==> src/rtl/wb_mem_tester.sv <==
// Purpose: Wishbone memory tester; writes a seeded pattern to every word, then reads it back in bursts and compares.
// Latency: bus outputs are a pure function of registered state; a combinational-ack slave completes one word per cycle.
// Backpressure: each beat is held until ack/err; rty re-issues it; a per-beat cycle budget aborts a silent slave.
module wb_mem_tester #(
  parameter int ADR_WIDTH = 11,
  parameter int BURST_LEN = 8,
  parameter int TIMEOUT   = 255
) (
  input  logic        clk,
  input  logic        rst,
  input  logic        start,
  input  logic [31:0] seed,
  output logic        wb_cyc,
  output logic        wb_stb,
  output logic        wb_we,
  output logic [31:0] wb_adr,
  output logic [31:0] wb_dat_ms,
  output logic [3:0]  wb_sel,
  output logic [2:0]  wb_cti,
  output logic [1:0]  wb_bte,
  input  logic [31:0] wb_dat_sm,
  input  logic        wb_ack,
  input  logic        wb_err,
  input  logic        wb_rty,
  output logic        busy,
  output logic        done,
  output logic        pass,
  output logic [15:0] err_count,
  output logic [31:0] first_err_adr,
  output logic        abort
);

  localparam int BW = $clog2(BURST_LEN);
  localparam int TW = $clog2(TIMEOUT + 1);

  typedef enum logic [2:0] {
    S_IDLE  = 3'd0,
    S_WRITE = 3'd1,
    S_READ  = 3'd2,
    S_GAP   = 3'd3,
    S_DONE  = 3'd4
  } state_t;

  state_t            state_q, state_d;
  // One extra index bit flags that every word has been read back.
  logic [ADR_WIDTH:0] i_q, i_d;
  logic [TW-1:0]     tmo_q, tmo_d;
  logic [31:0]       seed_q, seed_d;
  logic [15:0]       err_cnt_q, err_cnt_d;
  logic [31:0]       first_q, first_d;
  logic              abort_q, abort_d;

  logic [31:0]       beat_adr;
  logic [31:0]       pattern;
  logic              last_word;
  logic              last_beat;

  // Address and expected data of the current word, plus burst/array boundary flags.
  always_comb begin
    beat_adr  = 32'(i_q[ADR_WIDTH-1:0]) << 2;
    pattern   = seed_q + 32'(i_q[ADR_WIDTH-1:0]) * 32'h0101_0101;
    last_word = &i_q[ADR_WIDTH-1:0];
    last_beat = &i_q[BW-1:0];
  end

  // State register; reset returns to IDLE at once, which drops the bus without waiting for ack.
  always_ff @(posedge clk or posedge rst) begin
    if (rst) begin
      state_q <= S_IDLE;
    end else begin
      state_q <= state_d;
    end
  end

  // Datapath registers: word index, beat timer, latched seed and result bookkeeping.
  always_ff @(posedge clk or posedge rst) begin
    if (rst) begin
      i_q       <= '0;
      tmo_q     <= '0;
      seed_q    <= '0;
      err_cnt_q <= '0;
      first_q   <= '0;
      abort_q   <= 1'b0;
    end else begin
      i_q       <= i_d;
      tmo_q     <= tmo_d;
      seed_q    <= seed_d;
      err_cnt_q <= err_cnt_d;
      first_q   <= first_d;
      abort_q   <= abort_d;
    end
  end

  // Next state and datapath updates; err outranks ack, rty simply leaves the beat in place.
  always_comb begin
    state_d   = state_q;
    i_d       = i_q;
    tmo_d     = tmo_q;
    seed_d    = seed_q;
    err_cnt_d = err_cnt_q;
    first_d   = first_q;
    abort_d   = abort_q;
    case (state_q)
      S_IDLE, S_DONE: begin
        if (start) begin
          state_d   = S_WRITE;
          seed_d    = seed;
          i_d       = '0;
          tmo_d     = '0;
          err_cnt_d = '0;
          first_d   = '0;
          abort_d   = 1'b0;
        end
      end
      S_WRITE, S_READ: begin
        if (wb_err) begin
          abort_d = 1'b1;
          state_d = S_DONE;
        end else if (wb_ack) begin
          tmo_d = '0;
          i_d   = i_q + 1'b1;
          if (state_q == S_WRITE) begin
            if (last_word) begin
              i_d     = '0;
              state_d = S_GAP;
            end
          end else begin
            if (wb_dat_sm != pattern) begin
              if (err_cnt_q != 16'hFFFF) err_cnt_d = err_cnt_q + 16'd1;
              if (err_cnt_q == 16'd0)    first_d   = beat_adr;
            end
            if (last_beat) state_d = S_GAP;
          end
        end else if (wb_rty) begin
          tmo_d = '0;
        end else if (tmo_q == TW'(TIMEOUT - 1)) begin
          abort_d = 1'b1;
          state_d = S_DONE;
        end else begin
          tmo_d = tmo_q + 1'b1;
        end
      end
      S_GAP: begin
        tmo_d   = '0;
        state_d = i_q[ADR_WIDTH] ? S_DONE : S_READ;
      end
      default: state_d = S_IDLE;
    endcase
  end

  // Bus and status outputs decoded from the registered state only.
  always_comb begin
    wb_cyc    = 1'b0;
    wb_stb    = 1'b0;
    wb_we     = 1'b0;
    wb_adr    = '0;
    wb_dat_ms = '0;
    wb_sel    = '0;
    wb_cti    = 3'b000;
    wb_bte    = 2'b00;
    busy      = 1'b0;
    done      = 1'b0;
    case (state_q)
      S_WRITE: begin
        wb_cyc    = 1'b1;
        wb_stb    = 1'b1;
        wb_we     = 1'b1;
        wb_adr    = beat_adr;
        wb_dat_ms = pattern;
        wb_sel    = 4'hF;
        busy      = 1'b1;
      end
      S_READ: begin
        wb_cyc = 1'b1;
        wb_stb = 1'b1;
        wb_adr = beat_adr;
        wb_sel = 4'hF;
        wb_cti = last_beat ? 3'b111 : 3'b010;
        busy   = 1'b1;
      end
      S_GAP:  busy = 1'b1;
      S_DONE: done = 1'b1;
      default: ;
    endcase
    pass          = done && (err_cnt_q == 16'd0) && !abort_q;
    err_count     = err_cnt_q;
    first_err_adr = first_q;
    abort         = abort_q;
  end

endmodule

==> config.mk <==
export PLATFORM = sky130hd
export DESIGN_NAME = wb_mem_tester
export DESIGN_NICKNAME = d
export VERILOG_FILES = /design/src/rtl/wb_mem_tester.sv
export SDC_FILE = /design/constraint.sdc
export NUM_CORES = 1
export LEC_CHECK = 0
export ABC_CLOCK_PERIOD_IN_PS = 7700
export BUFFER_PORTS_ARGS = -buffer_cell sky130_fd_sc_hd__buf_2
export CAP_MARGIN = 25
export CORE_ASPECT_RATIO = 1.25
export CORE_UTILIZATION = 32
export CTS_BUF_LIST = sky130_fd_sc_hd__clkbuf_8
export DETAILED_ROUTE_END_ITERATION = 7
export PLACE_DENSITY_LB_ADDON = 0.1
export SYNTH_ARGS = -nofsm -noshare
export SYNTH_HDL_FRONTEND = slang
export SYNTH_SLANG_ARGS = --single-unit
export TNS_END_PERCENT = 30
==> constraint.sdc <==
create_clock -name clk -period 7.7 [get_ports clk]
set_input_delay 0.385 -clock clk [delete_from_list [all_inputs] [get_ports clk]]
set_output_delay 0.385 -clock clk [all_outputs]
set_load 0.005 [all_outputs]
==> results list, run 1 <==
- Result of the run: finished clean
- For the worst-skew pair, the clock arrives at the later sink with an insertion delay of about 0.38 ns.
- Final antenna diode count: 0
- For this run, asynchronously set or reset flops after synthesis account for 1.00.
- For this run, the register share of the synthesized area comes to 0.251.
- After layout, the worst setup slack is 1.87 ns.
- In this run, post-CTS hold repair placed 0 buffers.
* Sequential power share: 0.235
* Total cell area at the placement stage: 9060 um2
- Internal portion of total power: 1.43 mW
- The clock arrives with between 0.01 and 0.015 ns of skew.
- Synthesis warning total: 0
- Post-route cell area: 9300 um2
- Leading cell type in the layout, fill and taps excluded: sky130_fd_sc_hd__buf_2
- Detailed routing inserted a total of 7201 vias.
- In the routed design, unresolved DRC markers number 0.
* Leakage power: between 4 and 5 nW
- Height of the chip: 182 um
* Die outline area: 26500 um2
* Area of the core: 25300 um2
- Post-detailed-routing wire length: 25000 um
- The worst setup path is captured at a register.
- Dividing the detail-routed via count by the number of cells gives 4.99.
- Clock-pin slew was measured on the worst setup and hold paths at 0.10 ns.
- Row generation in the floorplan step produced 65 rows.
- Leading cell types by total area after synthesis: sky130_fd_sc_hd__dfrtp_1 25%, sky130_fd_sc_hd__ha_1 15%, sky130_fd_sc_hd__nand2_1 6.9%
- Summed over all failing endpoints, the final setup total negative slack is 0 ns.
* Worst Tran Pin Value: 0.819 ns
- Entering global routing, the biggest net connects 44 pins.
* Logic gate share of total power: 0.626
* CP required: 7.97 ns
- Max-slew headroom at the worst pin: 0.453
* Gate count of the mapped netlist: a little under 1000
* Final Hold Slack: 0.103 ns
- Power after layout: 2.77 mW
- Area added between synthesis and finish: 12.6%
* Remaining antenna violation count after routing: 0
- In the synthesized netlist the dominant register cell turns out to be sky130_fd_sc_hd__dfrtp_1.
- Number of antenna violations at the first check in global routing: 0
* # Post-CTS Setup Buffers: 0
* Fraction of final layout cells with drive strength greater than 1: 0.193
- Number of sinks on the clock net: a little over 80
- TritonCTS built the clock tree.
* Number of top-level design ports: slightly below 200
- Worst Setup Path Type: reg2reg
- # placed instances: 1428
- Of the total power, the share spent switching nets is 0.484.
- Last weighted congestion value of the routability-driven placer: 0.848
* DP Wirelength: 19500 um
- Setup-failing EPs final: 0
- Dividing the detail-routed wire length by the instance count gives between 15 and 20 um.
- The share of total power dissipated in the clock network is 0.139.
- Counting flops and latches in the post-synthesis netlist gives 83.
- For this configuration, the core starts out at a cell density of 0.327.
- Syn_area_per_cell: 8.42 um2
- Number of port buffers: 153
- The first global-routing pass estimated 39600 um of wire.
* Number of global-route vias before repair: ~7100
* Overall fraction of global-route tracks in use: 0.192
* Worst reg2reg path endpoint: err_count[0]$_DFFE_PP0P_
- Dividing total power by cell area gives a power density of 297 nW/um2.
* Number of buffers added by the clock tree synthesis step: 9
- In this run the clock root is driven by a sky130_fd_sc_hd__clkbuf_8.
* Depth of the worst register-to-register path: 17
* Library cell occupying the most area in the post-synthesis netlist: sky130_fd_sc_hd__dfrtp_1
- Area share of the largest cell type after synthesis: 0.251
- In this run, synthesis inferred 0 flip-flops with an integrated enable.
* First drt pass iteration count: 5
- OpenSTA, run right after detailed placement, puts the worst setup slack at 1.85 ns.
- For this block, the initial DRC count from the detailed router was 354.
- Summed over all nets, the switching power comes to roughly 1.3 mW.
* Number of levels the H-tree was split into: 3
- The finished layout holds 1444 standard cells, fillers aside.
- Dividing the final minimum period by the clock period gives 0.757.
* Buffers from clock root to sink, at most: 2
- In this run, distinct cell masters in the synthesized netlist total 75.
- Clock period minus worst slack: 5.83 ns
* Top library cells by usage in the layout, fill and taps aside: 153 x sky130_fd_sc_hd__buf_2, 151 x sky130_fd_sc_hd__nand2_1, 99 x sky130_fd_sc_hd__ha_1, 83 x sky130_fd_sc_hd__dfrtp_1, 81 x sky130_fd_sc_hd__nor2_1
- Reported max-cap violation count: 0
- Setup repair after global routing missed its margin: false
- IR Drop Worst-Case VDD: 116 uV
* Resized Gates After CTS: 0
- Based on the critical path, the design can be clocked at up to 172 MHz.
* Number of nets in the final layout: about 1300
- The synthesized netlist occupies a cell area of 8260 um2.
- The worst register-to-register path has a setup slack of around 1.9 ns.
- In this run the horizontal extent of the chip is 146 um.
- Final number of hold-violating endpoints: 0
- The startpoint identified for the worst register-to-register timing path is i_q[1]$_DFFE_PP0P_.
- Final-report max-slew violation count: 0
* Element type at the critical path start: register
- Post-route core utilization: 0.368
- Summed over all layers, the global routing overflow is 0.
- Arrival time at the worst endpoint: 6.09 ns
- Biggest fanout along the worst timing path: 17
- The worst hold path belongs to the class in2async.
[how the worst max path moves through the flow]
stage	from	end	slack, ns	cells after the start
floorplan	i_q[2]$_DFFE_PP0P_	first_err_adr[10]$_DFFE_PP0P_	2.74	19
CTS	i_q[1]$_DFFE_PP0P_	err_count[0]$_DFFE_PP0P_	1.85	21
detailed placement	i_q[1]$_DFFE_PP0P_	err_count[0]$_DFFE_PP0P_	1.85	21
global placement	i_q[1]$_DFFE_PP0P_	err_count[0]$_DFFE_PP0P_	1.99	21
finish	i_q[1]$_DFFE_PP0P_	err_count[0]$_DFFE_PP0P_	1.87	17
global route	i_q[2]$_DFFE_PP0P_	err_count[0]$_DFFE_PP0P_	1.45	18
[state kept, by name, indices dropped and copies added, names as in the netlist]
| register | cells |
|---|---|
| state_q | 3 |
| err_count | 16 |
| first_err_adr | 11 |
| seed_q | 32 |
| abort | 1 |
| tmo_q | 8 |
| i_q | 12 |
[metal layers]
layer,share of wire,vias to the layer above,global-route usage
li1,-,3585,-
met2,0.49,210,0.333
met1,0.45,3382,0.249
met5,0,-,0
met3,0.041,24,0.0229
met4,0.017,0,0.0514
[worst max-delay path, stage by stage (launching register included)]
cell and delay, ns:
sky130_fd_sc_hd__dfrtp_1 0.51, sky130_fd_sc_hd__ha_1 0.26, sky130_fd_sc_hd__ha_1 0.27, sky130_fd_sc_hd__ha_1 0.30, sky130_fd_sc_hd__fa_1 0.49, sky130_fd_sc_hd__ha_1 0.50, sky130_fd_sc_hd__a21oi_1 0.18, sky130_fd_sc_hd__o21ai_0 0.63
sky130_fd_sc_hd__a22oi_1 0.20, sky130_fd_sc_hd__and3_1 0.22, sky130_fd_sc_hd__a221o_1 0.36, sky130_fd_sc_hd__xnor2_1 0.15, sky130_fd_sc_hd__nor4b_2 0.27, sky130_fd_sc_hd__nand4_1 0.18, sky130_fd_sc_hd__nor4_4 0.27, sky130_fd_sc_hd__buf_4 0.27
sky130_fd_sc_hd__nand3b_4 0.30, sky130_fd_sc_hd__mux2_1 0.36
[cell usage after synthesis, types with 8 or more instances]
library cell               number
sky130_fd_sc_hd__a21oi_1       44
sky130_fd_sc_hd__and2_1        30
sky130_fd_sc_hd__and3_1        15
sky130_fd_sc_hd__buf_2          8
sky130_fd_sc_hd__buf_4         52
sky130_fd_sc_hd__clkbuf_1      24
sky130_fd_sc_hd__dfrtp_1       83
sky130_fd_sc_hd__fa_1          11
sky130_fd_sc_hd__ha_1          99
sky130_fd_sc_hd__inv_1         42
sky130_fd_sc_hd__mux2_4        10
sky130_fd_sc_hd__nand2_1      151
sky130_fd_sc_hd__nand2b_1       9
sky130_fd_sc_hd__nand3_1       23
sky130_fd_sc_hd__nand4_1       24
sky130_fd_sc_hd__nor2_1        81
sky130_fd_sc_hd__nor3_1        23
sky130_fd_sc_hd__nor4_1         9
sky130_fd_sc_hd__o211ai_1      13
sky130_fd_sc_hd__o21ai_0       38
sky130_fd_sc_hd__o41ai_1       12
sky130_fd_sc_hd__xnor2_1       39
sky130_fd_sc_hd__xor2_1        27
[power by group through the flow]
stage          Sequential [mW]  Clock [mW]  Combinational [mW]
3_3_place_gp             0.663           0                1.75
5_1_grt                  0.668       0.413                1.96
6_report                 0.651       0.384                1.73
4_1_cts                  0.655       0.398                1.75
3_5_place_dp             0.663           0                1.74
2_1_floorplan            0.609           0                1.33
[cells by family after synthesis]
group	synth area share
other	0.000454
adder cells (fa/ha/maj)	0.178
XOR/XNOR	0.0781
buffers and inverters	0.0925
AO/OA/AOI/OAI	0.145
flip-flops	0.251
multiplexers	0.0260
AND/OR/NAND/NOR	0.229
[final cells by class]
class	count	area (um2)
Clock inverter	5	85.1
Multi-Input combinational cell	807	5580
Tap cell	335	419
Clock buffer	11	151
Timing Repair Buffer	161	826
Inverter	42	159
Fill cell	2694	16000
Sequential cell	83	2080
No activity file was read; power rests on OpenSTA's default activity.
==> run 2, diff against run 1 <==
Settings changed: ABC_CLOCK_PERIOD_IN_PS 7700 to 4750.
Clock period 7.7 ns to 4.75 ns, I/O delays scaled along.
==> results list, run 2 (synthesized netlist as in run 1, its figures left out) <==
* Result of the run: complete, but fails checks
- Failing checks: setup timing
* Met2 Track Usage GR: 0.371 (+0.0381)
- The core footprint was 25300 um2 (unchanged).
* Post-detailed-route wirelength per cell: 16.6 um (-3.8%)
* Number of buffers added by the clock tree synthesis step: 9 (unchanged)
- The number of buffers between clock root and the deepest sink is 2 (unchanged).
- The setup-violating endpoint count in the final report was 27 (+27).
* Final number of hold-violating endpoints: 0 (unchanged)
- The arrival time of data at the critical path endpoint is 5.28 ns (-0.81 ns).
- IR Drop Worst-Case VDD: 217 uV (+86%)
* Number of top-level design ports: 198 (unchanged)
- Via density per instance: 4.85 (-2.7%)
- Remaining antenna violation count after routing: 0 (unchanged)
* Clock root cell: sky130_fd_sc_hd__clkbuf_8
* Post-route core utilization: 0.420 (+0.0519)
- The number of vias in the routed layout is 7670 (+6.5%).
* Fill cell count: 2648 (-1.7%)
- Leaving out fill and tap cells, the most frequent cells in the layout are 153 x sky130_fd_sc_hd__buf_2, 151 x sky130_fd_sc_hd__nand2_1, 139 x sky130_fd_sc_hd__buf_4, 88 x sky130_fd_sc_hd__ha_1.
- Traced cell by cell, the critical path runs through buf_4 -> ha_1 -> ha_1 -> ha_1 -> fa_1 -> ha_4 -> and4_4 -> and2_1 -> a21boi_4 -> o211ai_1 -> a221o_1 -> xnor2_1 -> nor4b_2 -> nand4_1 -> nor4_4 -> buf_6 -> nand3b_4 -> mux2_1.
- The worst setup path is captured at a register.
- The flip-flop count of the largest register after layout is 32 (unchanged).
- The count of non-filler cells in the finished layout is 1580 (+9.4%).
- The library cell used most frequently in the layout, excluding fill and tap cells, is sky130_fd_sc_hd__buf_2.
* Maximum clock frequency: 199 MHz (+16%)
- The number of H-tree levels is 3 (unchanged).
- Leakage power: 5.50 nW (+15%)
* Maximum clock skew at final layout: 0.0143 ns (+0.000535 ns)
- TritonCTS built the clock tree.
- The slowest stage of the critical path is the sky130_fd_sc_hd__fa_1 cell.
- The initial cell density of the core came to 0.327 (unchanged).
- The count of placed standard cells including taps is 1556 (+9.0%).
* Final-report max-slew violation count: 0 (unchanged)
* Setup slack after layout: -0.273 ns (-2.15 ns)
- Maximum number of pins on one net before global-route repair: 45 (+2.3%)
* Most used routing layer: met2
- Biggest fanout along the worst timing path: 4 (-13)
* Clock period minus worst slack: 5.02 ns (-0.803 ns)
- The slew of the pin with the lowest slew margin was 0.801 ns (-0.0181 ns).
* Height of the chip: 182 um (unchanged)
- First drt pass iteration count: 5 (unchanged)
- The TritonCTS sink count is 83 (unchanged).
- The clock-pin slew of the registers on the worst-case setup and hold paths is 0.10 ns (about the same).
- The tightest min-delay check is of the in2reg type.
* Dominant delay contributor by cell family on the critical path: adder cells
* Clock network latency to the later pin of the worst-skew pair: 0.38 ns (about the same)
- The overflow left after global routing came to 0 (unchanged).
- The number of design-rule violations left by the first detailed-router iteration came to 328 (-7.3%).
* Die width: 146 um (unchanged)
* Die outline area: 26500 um2 (unchanged)
* Most flop-heavy register: seed_q
- The placer's final routability congestion estimate came to 0.878 (+3.5%).
- The power density over the cells came to 483 nW/um2 (+63%).
- Total Negative Setup Slacks: -5.41 ns (-5.41 ns)
* Met3 track demand over resource in global routing: 0.0206 (-0.00226)
- The number of remaining DRC errors was 0 (unchanged).
- Number of antenna violations at the first check in global routing: 0 (unchanged)
- Overall fraction of global-route tracks in use: 0.203 (+0.0114)
* Post-Place Worst Slack: -0.498 ns (-2.35 ns)
- First-pass GRT wire length: 42000 um (+6.2%)
- Cell seen most often among critical-path stages: sky130_fd_sc_hd__ha_1
- The share of the clock period used by the worst path is 1.06 (+0.301).
- The number of nets in the layout is 1420 (+11%).
- DP Wirelength: 21000 um (+7.5%)
- Met1 Use GR: 0.253 (+0.00402)
- Number of port buffers: 153 (unchanged)
- # rows: 65 (unchanged)
- STA classifies the critical path startpoint as a register.
- The worst endpoint required time is 5.01 ns (-2.96 ns).
* Setup repair after global routing missed its margin: true
- Number of buffers and inverters on the critical path: 2 (+1)
- The maximum single-stage delay on the critical path came to 0.52 ns (-0.11 ns).
- From synthesis to final layout, the design area changed by 28.4%.
* Reported max-cap violation count: 0 (unchanged)
* Fraction of final layout cells with drive strength greater than 1: 0.310 (+0.117)
- Post-detailed-routing wire length: 26300 um (+5.2%)
- The setup path with the least slack is of type reg2reg.
* Max-slew headroom at the worst pin: 0.466 (+0.0127)
* Number of global-route vias before repair: 7767 (+8.8%)
- The total power draw was 5.13 mW (+86%).
- The total inserted antenna cells came to 0 (unchanged).
[run 2: through the flow]
step,instance area [um2],hold WS [ns]
after global routing,10600,0.0223
final,10600,0.0441
after global placement,10100,0.413
after CTS,10500,0.0289
after detailed placement,10100,0.410
after floorplan,8530,0.343
[run 2: cell type report]
class                   count  area [um2]  area share
clock inverters             7        98.8     0.00931
inverters                  42         159      0.0150
multi-input cells         808        5860       0.552
well taps                 335         419      0.0395
repair buffers            296        1870       0.176
flip-flops and latches     83        2080       0.196
clock buffers               9         124      0.0117
[run 2: what timing repair did]
| item | in CTS | in global routing |
|---|---|---|
| pin swaps | 14 | 5 |
| hold endpoints to repair | 18 | 0 |
| setup buffers | 3 | 2 |
| setup endpoints to repair | 30 | 30 |
| resized for setup | 22 | 14 |
| hold buffers | 1 | 0 |
| gates cloned | 1 | 1 |
[run 2: report_power, final]
group          total [mW]  switching, mW  internal (mW)
combinational        3.50           1.90           1.60
clock               0.598          0.297          0.301
sequential           1.03          0.157          0.877
total                5.13           2.35           2.78
[run 2: layer usage]
| layer | vias to the layer above | part of all wire |
|---|---|---|
| li1 | 3852 | - |
| met4 | 0 | 0.015 |
| met3 | 18 | 0.034 |
| met1 | 3613 | 0.44 |
| met2 | 187 | 0.51 |
| met5 | - | 0 |
[run 2: final timing paths]
| path | start | to | slack [ns] | cells after the start |
|---|---|---|---|---|
| max | i_q[1]$_DFFE_PP0P_ | err_count[0]$_DFFE_PP0P_ | -0.27 | 18 |
| min | seed[16] | seed_q[16]$_DFFE_PP0P_ | 0.04 | 3 |
| max reg2reg | i_q[1]$_DFFE_PP0P_ | err_count[0]$_DFFE_PP0P_ | -0.27 | 18 |
| min reg2reg | seed_q[8]$_DFFE_PP0P_ | seed_q[8]$_DFFE_PP0P_ | 0.49 | 2 |
| max in group asynchronous | rst | i_q[1]$_DFFE_PP0P_ | 3.17 | 4 |
| min in group asynchronous | rst | err_count[7]$_DFFE_PP0P_ | 0.51 | 3 |
[run 2: worst reg2reg max path: cells and delay by family, from the launching register on]
kind / cells / cell delay, ns
multiplexers: 1 / 0.34
adder cells (fa/ha/maj): 5 / 1.59
buffers and inverters: 2 / 0.33
flip-flops: 1 / 0.43
AO/OA/AOI/OAI: 3 / 0.66
XOR/XNOR: 1 / 0.16
AND/OR/NAND/NOR: 6 / 1.41
==> run 3, diff against run 2 <==
Settings changed: PLACE_DENSITY_LB_ADDON 0.1 to unset.
==> results list, run 3 (synthesized netlist as in run 1, its figures left out) <==
* Clock root cell: sky130_fd_sc_hd__clkbuf_8
- On the critical path, the stage with the largest delay is an instance of sky130_fd_sc_hd__fa_1.
- Starting utilization of the core area: 0.327 (unchanged)
- Area added between synthesis and finish: 31.2%
- The via count normalized by instance count was 5.01 (+3.2%).
- Grouping stages by cell kind, the critical path spends the most delay in adder cells.
- Die width: 146 um (unchanged)
- The cell area after placement is 10100 um2 (-0.39%).
* Result of the run: complete, but fails checks
* Worst Tran Pin Value: 0.791 ns (-0.0103 ns)
- The largest net degree at the start of global routing came to 43 (-4.4%).
* CTS tree: yes
- Maximum clock frequency: 205 MHz (+3.1%)
* Fraction of final layout cells with drive strength greater than 1: 0.337 (+0.0273)
- Clock network latency to the later pin of the worst-skew pair: 0.39 ns (about the same)
- Arrival time at the worst endpoint: 5.14 ns (-0.14 ns)
- Logic gate share of total power: 0.700 (+0.018)
- The fraction of the core area covered by cells at the end of the flow came to 0.429 (+0.00910).
* Instance count along the most critical hold path: 3 (unchanged)
- DP Wirelength: 20400 um (-2.6%)
- The boundary pin count was 198 (unchanged).
* Critical Path Max Stage Delay: 0.45 ns (-0.07 ns)
* Post-Place Worst Slack: -0.407 ns (+0.0907 ns)
- Worst Setup Path Type: reg2reg
* Number of port buffers: 153 (unchanged)
- Number of antenna violations at the first check in global routing: 0 (unchanged)
* Setup repair after global routing missed its margin: true
- Last weighted congestion value of the routability-driven placer: 0.940 (+7.1%)
- The wire length on met2 came to 13200 um (-1.4%).
* Max FFs per register: 32 (unchanged)
* Post-route fraction of the period consumed by the critical path: 1.03 (-0.0321)
* Final antenna diode count: 0 (unchanged)
- Max-slew headroom at the worst pin: 0.473 (+0.00686)
* Setup slack after layout: -0.120 ns (+0.152 ns)
* Overall fraction of global-route tracks in use: 0.195 (-0.00781)
- The endpoint identified for the worst register-to-register timing path is err_count[0]$_DFFE_PP0P_.
* Highest layer used for signal routing: met4
* Clock period minus worst slack: 4.87 ns (-0.152 ns)
* Depth of the worst register-to-register path: 22 (+4)
- Number of buffers and inverters on the critical path: 6 (+4)
- The total CTS buffers is 9 (unchanged).
- Number of global-route vias before repair: 7746 (-0.27%)
- The hold violation total from the final report was 0 (unchanged).
* Met3 wire length: 1240 um (+41%)
- First-pass GRT wire length: 40700 um (-3.0%)
- The startpoint identified for the worst hold timing path is seed[23].
- Reported max-cap violation count: 0 (unchanged)
- Power share of the clock group: 0.104 (-0.013)
- The net switching fraction of the power came to 0.459 (+0.00101).
* Cell seen most often among critical-path stages: sky130_fd_sc_hd__buf_4
* DR iter-0 viols: 352 (+7.3%)
* Number of nets in the final layout: 1423 (+0.21%)
- STA classifies the critical path startpoint as a register.
- The path with the worst hold slack has its endpoint at seed_q[23]$_DFFE_PP0P_.
- Post-detailed-route wirelength per cell: 16.3 um (-1.8%)
* Height of the chip: 182 um (unchanged)
- The clock-pin slew of the registers on the worst-case setup and hold paths is 0.10 ns (about the same).
- Failing checks: setup timing
- Switching power: 2.46 mW (+4.5%)
- Die outline area: 26500 um2 (unchanged)
- Number of sinks on the clock net: 83 (unchanged)
- Walking the worst path, the cells encountered are buf_4 -> buf_4 -> ha_4 -> ha_1 -> ha_4 -> fa_1 -> ha_4 -> buf_4 -> nand2_1 -> o21a_1 -> nor2_1 -> o21bai_1 -> buf_4 -> nor4b_1 -> a211oi_1 -> buf_4 -> xor2_1 -> nand4_1 -> nor4_4 -> buf_6 -> nand3b_4 -> mux2_4.
- Minimum setup slack among reg-to-reg paths: -0.12 ns (+0.15 ns)
- Leaving out fill and tap cells, the most frequent cell in the layout is sky130_fd_sc_hd__buf_2.
- The startpoint identified for the worst register-to-register timing path is i_q[1]$_DFFE_PP0P_.
- Setup-failing EPs final: 27 (unchanged)
- The design internal power was 2.90 mW (+4.1%).
* Cell depth of the worst setup path: 22 (+4)
- The count of filler cells inserted in the layout came to 2544 (-3.9%).
- Buffers from clock root to sink, at most: 2 (unchanged)
- IR Drop Worst-Case VDD: 248 uV (+15%)
- Critical path endpoint category: register
- Maximum clock skew at final layout: 0.0201 ns (+0.00572 ns)
* CP required: 5.02 ns (about the same)
- The leakage power summed over all cells is 5.53 nW (+0.57%).
* Sequential power share: 0.196 (-0.005)
- The final antenna-violating net count came to 0 (unchanged).
* Post-route cell area: 10800 um2 (+2.2%)
- Remaining routing DRC violations: 0 (unchanged)
- The count of final max-slew check failures is 0 (unchanged).
- Total via count after detailed routing: 7930 (+3.4%)
- The sum of routed wire segments on met1 came to 10900 um (-6.1%).
- Most flop-heavy register: seed_q
- Top library cells by usage in the layout, fill and taps aside: 153 x sky130_fd_sc_hd__buf_2, 149 x sky130_fd_sc_hd__nand2_1, 140 x sky130_fd_sc_hd__buf_4, 81 x sky130_fd_sc_hd__dfrtp_1, 80 x sky130_fd_sc_hd__nor2_1
- Min-Delay Path Class: in2reg
- The number of H-tree levels was 3 (unchanged).
- The critical-path maximum fanout is 4 (unchanged).
* Area of the core: 25300 um2 (unchanged)
* Total Negative Setup Slacks: -1.94 ns (+3.47 ns)
- Power density normalized to cell area: 493 nW/um2 (+2.1%)
* Post-detailed-routing wire length: 25900 um (-1.6%)
- The number of cell rows was 65 (unchanged).
- The number of iterations in the first detailed-routing pass came to 5 (unchanged).
* Total gr overflow: 0 (unchanged)
[run 3: through the flow]
| stage | hold WS [ns] | instances | total power [mW] |
|---|---|---|---|
| finish | 0.0373 | 1583 | 5.35 |
| global route | 0.0215 | 1583 | 5.80 |
| CTS | 0.0213 | 1578 | 5.19 |
| detailed placement | 0.397 | 1549 | 4.42 |
| global placement | 0.397 | 1548 | 4.38 |
| floorplan | 0.343 | 1024 | 3.20 |
[run 3: layout make-up]
type / count / area [um2] / share of cell area
multi-input cells: 808 / 6090 / 0.561
well taps: 335 / 419 / 0.0386
inverters: 42 / 159 / 0.0147
clock inverters: 6 / 70.1 / 0.00646
clock buffers: 10 / 138 / 0.0127
repair buffers: 299 / 1890 / 0.174
flip-flops and latches: 83 / 2080 / 0.192
[run 3: power by group through the flow]
stage,registers (mW),logic (mW),clock network [mW]
3_3_place_gp,1.05,3.33,0
6_report,1.05,3.74,0.559
2_1_floorplan,0.994,2.21,0
3_5_place_dp,1.06,3.36,0
4_1_cts,1.04,3.57,0.574
5_1_grt,1.07,4.13,0.605
[run 3: metal layers]
metal,vias to the layer above,track usage
met3,33,0.0231
met4,0,0.0589
met1,3780,0.237
li1,3862,-
met2,255,0.357
met5,-,0
[run 3: worst max-delay path by stage]
stage,startpoint,endpoint,slack (ns)
2_1_floorplan,i_q[1]$_DFFE_PP0P_,first_err_adr[10]$_DFFE_PP0P_,-0.05
3_3_place_gp,i_q[1]$_DFFE_PP0P_,first_err_adr[11]$_DFFE_PP0P_,-0.35
3_5_place_dp,i_q[1]$_DFFE_PP0P_,first_err_adr[11]$_DFFE_PP0P_,-0.41
4_1_cts,i_q[1]$_DFFE_PP0P_,first_err_adr[8]$_DFFE_PP0P_,-0.22
5_1_grt,i_q[1]$_DFFE_PP0P_,first_err_adr[11]$_DFFE_PP0P_,-0.28
6_report,i_q[1]$_DFFE_PP0P_,err_count[0]$_DFFE_PP0P_,-0.12
[run 3: repair_timing]
action | CTS | global route
gates resized for setup | 38 | 34
cloned | 1 | 0
pin swaps | 32 | 40
setup endpoints to repair | 28 | 30
endpoints found under the hold margin | 41 | 0
setup buffers | 11 | 5
hold buffers | 1 | 0
[run 3: worst min-delay path, cell delays in order]
cell                      delay [ns]
sky130_fd_sc_hd__buf_2          0.07
sky130_fd_sc_hd__nand2_1        0.04
sky130_fd_sc_hd__nand2_1        0.05
